### config.mk
export PLATFORM = sky130hd
export DESIGN_NAME = mem_bus_master_flat
export DESIGN_NICKNAME = d
export VERILOG_FILES = /design/src/rtl/mem_bus_pkg.sv /design/src/rtl/mem_bus_master_if.sv /design/src/rtl/mem_bus_wdog.sv /design/src/rtl/mem_bus_master.sv /design/src/flat_wrapper.sv
export SDC_FILE = /design/constraint.sdc
export NUM_CORES = 1
export LEC_CHECK = 0
export ABC_AREA = 1
export CORE_ASPECT_RATIO = 1.4
export CORE_MARGIN = 2
export CORE_UTILIZATION = 48
export DETAILED_ROUTE_END_ITERATION = 10
export GPL_TIMING_DRIVEN = 0
export PLACE_DENSITY = 0.8
export SYNTH_ARGS = -nofsm -noshare
export SYNTH_HDL_FRONTEND = slang
export SYNTH_SLANG_ARGS = --single-unit
### constraint.sdc
create_clock -name clk -period 2.17 [get_ports clk]
set_input_delay 0.434 -clock clk [delete_from_list [all_inputs] [get_ports clk]]
set_output_delay 0.434 -clock clk [all_outputs]
set_load 0.02 [all_outputs]
### src/rtl/mem_bus_pkg.sv
// Shared types and sizing for the register-bank bus master.
package mem_bus_pkg;

  localparam int ADDR_W      = 8;
  localparam int DATA_W      = 8;
  localparam int CNT_W       = 8;
  localparam int DEF_TIMEOUT = 16;

  typedef enum logic [1:0] {
    IDLE     = 2'd0,
    ACCESS   = 2'd1,
    WAIT_LOW = 2'd2,
    RESP     = 2'd3
  } state_e;

endpackage

### src/rtl/mem_bus_master_if.sv
// Request/response handshakes plus the select/ack register-bank bus.
interface mem_bus_master_if;
  import mem_bus_pkg::*;

  logic              req_valid;
  logic              req_ready;
  logic              req_wr;
  logic [ADDR_W-1:0] req_addr;
  logic [DATA_W-1:0] req_wdata;

  logic              rsp_valid;
  logic              rsp_ready;
  logic [DATA_W-1:0] rsp_rdata;
  logic              rsp_err;

  logic              sel_en;
  logic              wr_rd_s;
  logic [ADDR_W-1:0] addr;
  logic [DATA_W-1:0] wr_data;
  logic [DATA_W-1:0] rd_data;
  logic              ack;

  modport master (
    input  req_valid, req_wr, req_addr, req_wdata, rsp_ready, rd_data, ack,
    output req_ready, rsp_valid, rsp_rdata, rsp_err, sel_en, wr_rd_s, addr, wr_data
  );

  modport slave (
    output req_valid, req_wr, req_addr, req_wdata, rsp_ready, rd_data, ack,
    input  req_ready, rsp_valid, rsp_rdata, rsp_err, sel_en, wr_rd_s, addr, wr_data
  );

endinterface

### src/rtl/mem_bus_wdog.sv
// Saturating wait counter for the ACCESS / WAIT_LOW phases.
// o_done flags the cycle whose closing edge brings the count to TIMEOUT,
// so a phase lasts exactly TIMEOUT cycles when no response arrives.
module mem_bus_wdog
  import mem_bus_pkg::*;
#(
  parameter int TIMEOUT = DEF_TIMEOUT
) (
  input  logic clk,
  input  logic rst_n,
  input  logic i_clr,
  input  logic i_en,
  output logic o_done
);

  localparam logic [CNT_W-1:0] TO_MAX = CNT_W'(TIMEOUT);
  localparam logic [CNT_W-1:0] TO_M1  = CNT_W'(TIMEOUT - 1);

  logic [CNT_W-1:0] r_cnt;

  // Count while enabled, restart on phase entry, hold at TIMEOUT.
  always_ff @(posedge clk or negedge rst_n) begin
    if (!rst_n) begin
      r_cnt <= '0;
    end else if (i_clr) begin
      r_cnt <= '0;
    end else if (i_en && (r_cnt != TO_MAX)) begin
      r_cnt <= r_cnt + 1'b1;
    end
  end

  assign o_done = i_en && (r_cnt >= TO_M1);

endmodule

### src/rtl/mem_bus_master.sv
// Single-outstanding initiator for the register-bank select/ack bus.
// Takes one command on the request port, runs one bus access, waits for
// ack to drop, then presents the result on the response port.
module mem_bus_master
  import mem_bus_pkg::*;
#(
  parameter int NUM_OF_REG = 4,
  parameter int TIMEOUT    = DEF_TIMEOUT
) (
  input  logic               clk,
  input  logic               rst_n,
  mem_bus_master_if.master   bif,
  output logic               busy
);

  localparam logic [1:0] S_IDLE     = IDLE;
  localparam logic [1:0] S_ACCESS   = ACCESS;
  localparam logic [1:0] S_WAIT_LOW = WAIT_LOW;
  localparam logic [1:0] S_RESP     = RESP;

  logic [1:0]        r_state;
  logic [1:0]        w_state_nxt;
  logic              w_addr_oor;
  logic              w_wd_clr;
  logic              w_wd_en;
  logic              w_wd_done;

  logic              r_sel_en;
  logic              r_wr_rd_s;
  logic [ADDR_W-1:0] r_addr;
  logic [DATA_W-1:0] r_wr_data;
  logic [DATA_W-1:0] r_cap_data;
  logic              r_cap_err;
  logic [DATA_W-1:0] r_rsp_rdata;
  logic              r_rsp_err;

  // Next-state decode; ack wins over a simultaneous timeout.
  always_comb begin
    w_state_nxt = r_state;
    w_addr_oor  = (int'(bif.req_addr) >= NUM_OF_REG);
    case (r_state)
      S_IDLE:     if (bif.req_valid) w_state_nxt = w_addr_oor ? S_RESP : S_ACCESS;
      S_ACCESS:   if (bif.ack || w_wd_done) w_state_nxt = S_WAIT_LOW;
      S_WAIT_LOW: if (!bif.ack || w_wd_done) w_state_nxt = S_RESP;
      S_RESP:     if (bif.rsp_ready) w_state_nxt = S_IDLE;
      default:    w_state_nxt = S_IDLE;
    endcase
  end

  assign w_wd_en  = (r_state == S_ACCESS) || (r_state == S_WAIT_LOW);
  assign w_wd_clr = (w_state_nxt != r_state) &&
                    ((w_state_nxt == S_ACCESS) || (w_state_nxt == S_WAIT_LOW));

  mem_bus_wdog #(.TIMEOUT(TIMEOUT)) u_wdog (
    .clk    (clk),
    .rst_n  (rst_n),
    .i_clr  (w_wd_clr),
    .i_en   (w_wd_en),
    .o_done (w_wd_done)
  );

  // State register.
  always_ff @(posedge clk or negedge rst_n) begin
    if (!rst_n) r_state <= S_IDLE;
    else        r_state <= w_state_nxt;
  end

  // Bus drive, access result capture and response registers.
  always_ff @(posedge clk or negedge rst_n) begin
    if (!rst_n) begin
      r_sel_en    <= 1'b0;
      r_wr_rd_s   <= 1'b0;
      r_addr      <= '0;
      r_wr_data   <= '0;
      r_cap_data  <= '0;
      r_cap_err   <= 1'b0;
      r_rsp_rdata <= '0;
      r_rsp_err   <= 1'b0;
    end else begin
      case (r_state)
        S_IDLE: begin
          if (bif.req_valid) begin
            if (w_addr_oor) begin
              // Rejected without touching the bus.
              r_rsp_rdata <= '0;
              r_rsp_err   <= 1'b1;
            end else begin
              r_sel_en   <= 1'b1;
              r_wr_rd_s  <= bif.req_wr;
              r_addr     <= bif.req_addr;
              r_wr_data  <= bif.req_wdata;
              r_cap_data <= '0;
              r_cap_err  <= 1'b0;
            end
          end
        end
        S_ACCESS: begin
          if (bif.ack) begin
            r_sel_en   <= 1'b0;
            r_cap_data <= r_wr_rd_s ? '0 : bif.rd_data;
          end else if (w_wd_done) begin
            r_sel_en   <= 1'b0;
            r_cap_data <= '0;
            r_cap_err  <= 1'b1;
          end
        end
        S_WAIT_LOW: begin
          // A stuck-high ack flags an error but keeps any read data already taken.
          if (!bif.ack) begin
            r_rsp_rdata <= r_cap_data;
            r_rsp_err   <= r_cap_err;
          end else if (w_wd_done) begin
            r_rsp_rdata <= r_cap_data;
            r_rsp_err   <= 1'b1;
          end
        end
        default: ;
      endcase
    end
  end

  assign bif.req_ready = (r_state == S_IDLE);
  assign bif.rsp_valid = (r_state == S_RESP);
  assign bif.rsp_rdata = r_rsp_rdata;
  assign bif.rsp_err   = r_rsp_err;
  assign bif.sel_en    = r_sel_en;
  assign bif.wr_rd_s   = r_wr_rd_s;
  assign bif.addr      = r_addr;
  assign bif.wr_data   = r_wr_data;
  assign busy          = (r_state != S_IDLE);

endmodule

### src/flat_wrapper.sv
// flat-port wrapper written by rule: the top's interface ports become plain ports
module mem_bus_master_flat import mem_bus_pkg::*;
#(
  parameter int NUM_OF_REG = 4,
  parameter int TIMEOUT    = DEF_TIMEOUT
)
  (clk, rst_n, busy, bif_req_valid, bif_req_wr, bif_req_addr, bif_req_wdata, bif_rsp_ready, bif_rd_data, bif_ack, bif_req_ready, bif_rsp_valid, bif_rsp_rdata, bif_rsp_err, bif_sel_en, bif_wr_rd_s, bif_addr, bif_wr_data);
  mem_bus_master_if bif_i ();
  input  logic clk;
  input  logic rst_n;
  output logic busy;
  input wire logic [$bits(bif_i.req_valid)-1:0] bif_req_valid;
  input wire logic [$bits(bif_i.req_wr)-1:0] bif_req_wr;
  input wire logic [$bits(bif_i.req_addr)-1:0] bif_req_addr;
  input wire logic [$bits(bif_i.req_wdata)-1:0] bif_req_wdata;
  input wire logic [$bits(bif_i.rsp_ready)-1:0] bif_rsp_ready;
  input wire logic [$bits(bif_i.rd_data)-1:0] bif_rd_data;
  input wire logic [$bits(bif_i.ack)-1:0] bif_ack;
  output wire logic [$bits(bif_i.req_ready)-1:0] bif_req_ready;
  output wire logic [$bits(bif_i.rsp_valid)-1:0] bif_rsp_valid;
  output wire logic [$bits(bif_i.rsp_rdata)-1:0] bif_rsp_rdata;
  output wire logic [$bits(bif_i.rsp_err)-1:0] bif_rsp_err;
  output wire logic [$bits(bif_i.sel_en)-1:0] bif_sel_en;
  output wire logic [$bits(bif_i.wr_rd_s)-1:0] bif_wr_rd_s;
  output wire logic [$bits(bif_i.addr)-1:0] bif_addr;
  output wire logic [$bits(bif_i.wr_data)-1:0] bif_wr_data;
  assign bif_i.req_valid = bif_req_valid;
  assign bif_i.req_wr = bif_req_wr;
  assign bif_i.req_addr = bif_req_addr;
  assign bif_i.req_wdata = bif_req_wdata;
  assign bif_i.rsp_ready = bif_rsp_ready;
  assign bif_i.rd_data = bif_rd_data;
  assign bif_i.ack = bif_ack;
  assign bif_req_ready = bif_i.req_ready;
  assign bif_rsp_valid = bif_i.rsp_valid;
  assign bif_rsp_rdata = bif_i.rsp_rdata;
  assign bif_rsp_err = bif_i.rsp_err;
  assign bif_sel_en = bif_i.sel_en;
  assign bif_wr_rd_s = bif_i.wr_rd_s;
  assign bif_addr = bif_i.addr;
  assign bif_wr_data = bif_i.wr_data;
  mem_bus_master #(.NUM_OF_REG(NUM_OF_REG), .TIMEOUT(TIMEOUT)) u_core (.clk(clk), .rst_n(rst_n), .bif(bif_i), .busy(busy));
endmodule
==> metrics.txt <==
outcome finished, final reports clean; gpl congestion between 0.7 and 0.8; # hold bufs at CTS 0; # setup viols final 0; Worst setup EP type output port; first-pass GRT wire length 7.91 mm; layout cell share with drive strength beyond 1 between 15 and 20%; Initial Utilization between 40% and 50%; Post-Synth Simple-Gate Area between 20% and 30%; Clock Path Buffers 2; main combinational cell family by area after synthesis simple AND/OR/NAND/NOR gates; cts bufs inserted 5; vias per cell 4.82; Adder-Cell Fraction of Synth Area under 10%; FILL cells 369; htree depth 2; Compound-Gate Fraction of Synth Area approximately 7.3%; max incr delay on CP 440 ps; critical path, cell by cell inv_1 > ha_2 > inv_1 > dlygate4sd2_1; Die ar. 5170 sq um; Total GRT Usage 20.3%; leakage power 1.45 nW; fin crit period 2000 ps; Util after Layout 67.6%; I/O pin cnt 60; Crit-path slowest cell dfrtp_1; CP endpoint busy; P&R area growth vs syn 36.7%; Worst-path clk slew 80 ps; crit-path most repeated cell inv_1; sequential area share after synthesis 52.1%; top cells by area, synth dfrtp_1, nand2_1, inv_1, mux2_2, ha_1; Post-DP HPWL about 3.5 mm; largest fanout on the critical path 6; flops & latches, synth 46; area leader, netlist dfrtp_1; via count 1746; XOR/XNOR Fraction of Synth Area 1.59%; Post-Route Setup TNS 0 ps; Routed WL per cell roughly 13 microns; largest net degree at the start of global routing 34; Reg-to-Reg Start u_core.r_state[1]; synth cell count leaders nand2_1, dfrtp_1, inv_1; power per cell area 1080 nW/um^2; period utilization 92.3%; clk_lat worst skew roughly 300 ps; CP Class reg2out; post-synth top area share 52.1%; CTS sink cnt 46; Core ar. 4460 sq um; Post-Syn Nets 268; total gr overflow 0; RSZ-0062 raised after global routing no; top-count cell post-synth nand2_1; worst path bufs/invs 3; type of the most critical hold path in2async; Ant. Diodes 0; asr flop ratio synth 100%; Peak supply drop a little over 0.0009 V; Root Buffer Master clkbuf_8; Syn Std Cell Area roughly 2200 sq um; die width 61.3 microns; Startpoint Class register; die height 84.3 microns; multiplexer share of the synthesized area under 10%; WL final 4.58 mm; Tightest Pin Transition 537 ps; r2r setup slk 210 ps; num rows 29; YS warnings 0; number of I/O port buffers 59; router iterations before antenna repair 4; Syn Area/Cell ~9.6 sq um; Unique masters post-synth 26; Mapped Cells 231; initial DRC count 94; number of global-route vias before repair 1724; Max Fclk 499 MHz; slew margin rel. ~64%; DR DRC count 0; WP depth 4; Maximum Capacitance Violations 0; CP Data Required Time between 1500 and 2000 ps; R2R cell count 10; Final Hold Fails 0; Routed Antenna Nets 0; FF-to-FF End u_core.bif.sel_en; Crit. Startpoint u_core.r_state[1]; number of synthesized flops with an enable pin 0; CTS tree done; Layout Nets about 340; initial antenna violation count 0; prevailing post-synth register cell dfrtp_1; largest delay contributor family on the critical path buffers and inverters; max-slew violation count 0; skew final 4.86 ps; critical path arrival approximately 1600 ps
-- cell usage in the layout (no fill, tap or decap) --
master,Yosys,final
o21ai_0,12,12
nor3_1,1,1
xor2_1,4,4
buf_2,0,1
ha_1,7,6
buf_8,1,1
nand2_4,1,1
mux2_4,2,2
o21ai_2,4,4
mux2_2,10,10
a21oi_1,4,4
buf_4,0,2
nand3_2,3,3
dlygate4sd2_1,0,2
clkbuf_8,0,6
and3_1,1,1
nor2_2,6,6
dfrtp_1,46,46
nand4_1,2,2
nor2_1,17,17
nand2_2,5,5
buf_6,2,2
inv_2,1,1
nand2_1,51,51
clkdlybuf4s50_1,0,56
buf_12,0,1
o31ai_1,6,6
nor3_4,1,1
inv_1,30,30
nor3b_1,1,1
nand3_1,12,12
bufinv_16,0,1
clkinv_2,1,1
ha_2,0,1
-- what timing repair did --
item,in CTS,in global routing
pin swaps,0,1
setup buffers,0,2
setup endpoints to repair,2,6
resized for setup,2,1
-- cell type report --
cell class | instances | area, sq um | share of cell area [%]
sequential | 46 | 1150 | 38.1
multi-input combinational | 150 | 901 | 29.8
timing repair buffer | 62 | 618 | 20.5
inverter | 32 | 121 | 4.02
clock buffer | 6 | 82.6 | 2.74
tap | 62 | 77.6 | 2.57
buffer | 3 | 37.5 | 1.24
clock inverter | 1 | 30.0 | 0.995
-- stage by stage --
| stage | worst slack, ps | total power, W | hold slack [ps] | cell area [sq um] | instances |
|---|---|---|---|---|---|
| after global placement | -598 | 0.00258 | 449 | 2880 | 352 |
| after floorplan | 292 | 0.00215 | 138 | 2210 | 231 |
| after detailed placement | 154 | 0.00262 | 358 | 2890 | 353 |
| after global routing | 32.7 | 0.00350 | 47.8 | 3020 | 362 |
| after CTS | 78.8 | 0.00326 | 33.0 | 3000 | 360 |
| final | 167 | 0.00326 | 25.3 | 3020 | 362 |
-- per-layer routing --
metal  track usage [%]  wire, microns
met1              23.6           1790
met2              35.0           2510
met3              4.31            180
met4              7.71            100
met5                 0              0
-- worst min path at each step --
stage / from / end / slack, ps / cells past startpoint
after global placement: u_core.bif.addr[3] / u_core.bif.addr[3] / 450 / 2
after CTS: rst_n / u_core.u_wdog.r_cnt[3] / 30 / 1
after global routing: rst_n / u_core.bif.wr_data[2] / 50 / 1
final: rst_n / u_core.u_wdog.r_cnt[2] / 30 / 1
after detailed placement: rst_n / u_core.bif.wr_data[2] / 360 / 1
after floorplan: rst_n / u_core.bif.addr[0] / 140 / 0
-- cells by family (layout without fill, tap and decap cells) --
kind of cell	after synthesis	count (layout)
AND/OR/NAND/NOR	101	101
buffers and inverters	35	104
multiplexers	12	12
XOR/XNOR	4	4
flip-flops	46	46
adder cells (fa/ha/maj)	7	7
AO/OA/AOI/OAI	26	26
-- state kept, by name, summed over array words and instances (netlist names) --
signal,count
u_core.bif.addr,8
u_core.bif.rsp_rdata,8
u_core.bif.wr_data,8
u_core.r_cap_data,8
u_core.u_wdog.r_cnt,8
u_core.r_state,2
u_core.bif.rsp_err,1
u_core.bif.sel_en,1
u_core.bif.wr_rd_s,1
u_core.r_cap_err,1
-- power breakdown --
| part | internal, W | total, W | leakage, nW | switching, W |
|---|---|---|---|---|
| registers | 0.00103 | 0.00114 | 0.624 | 0.000111 |
| logic | 0.000581 | 0.00147 | 0.764 | 0.000891 |
| clock network | 0.000368 | 0.000641 | 0.0573 | 0.000272 |
No activity file was read; power rests on OpenSTA's default activity.
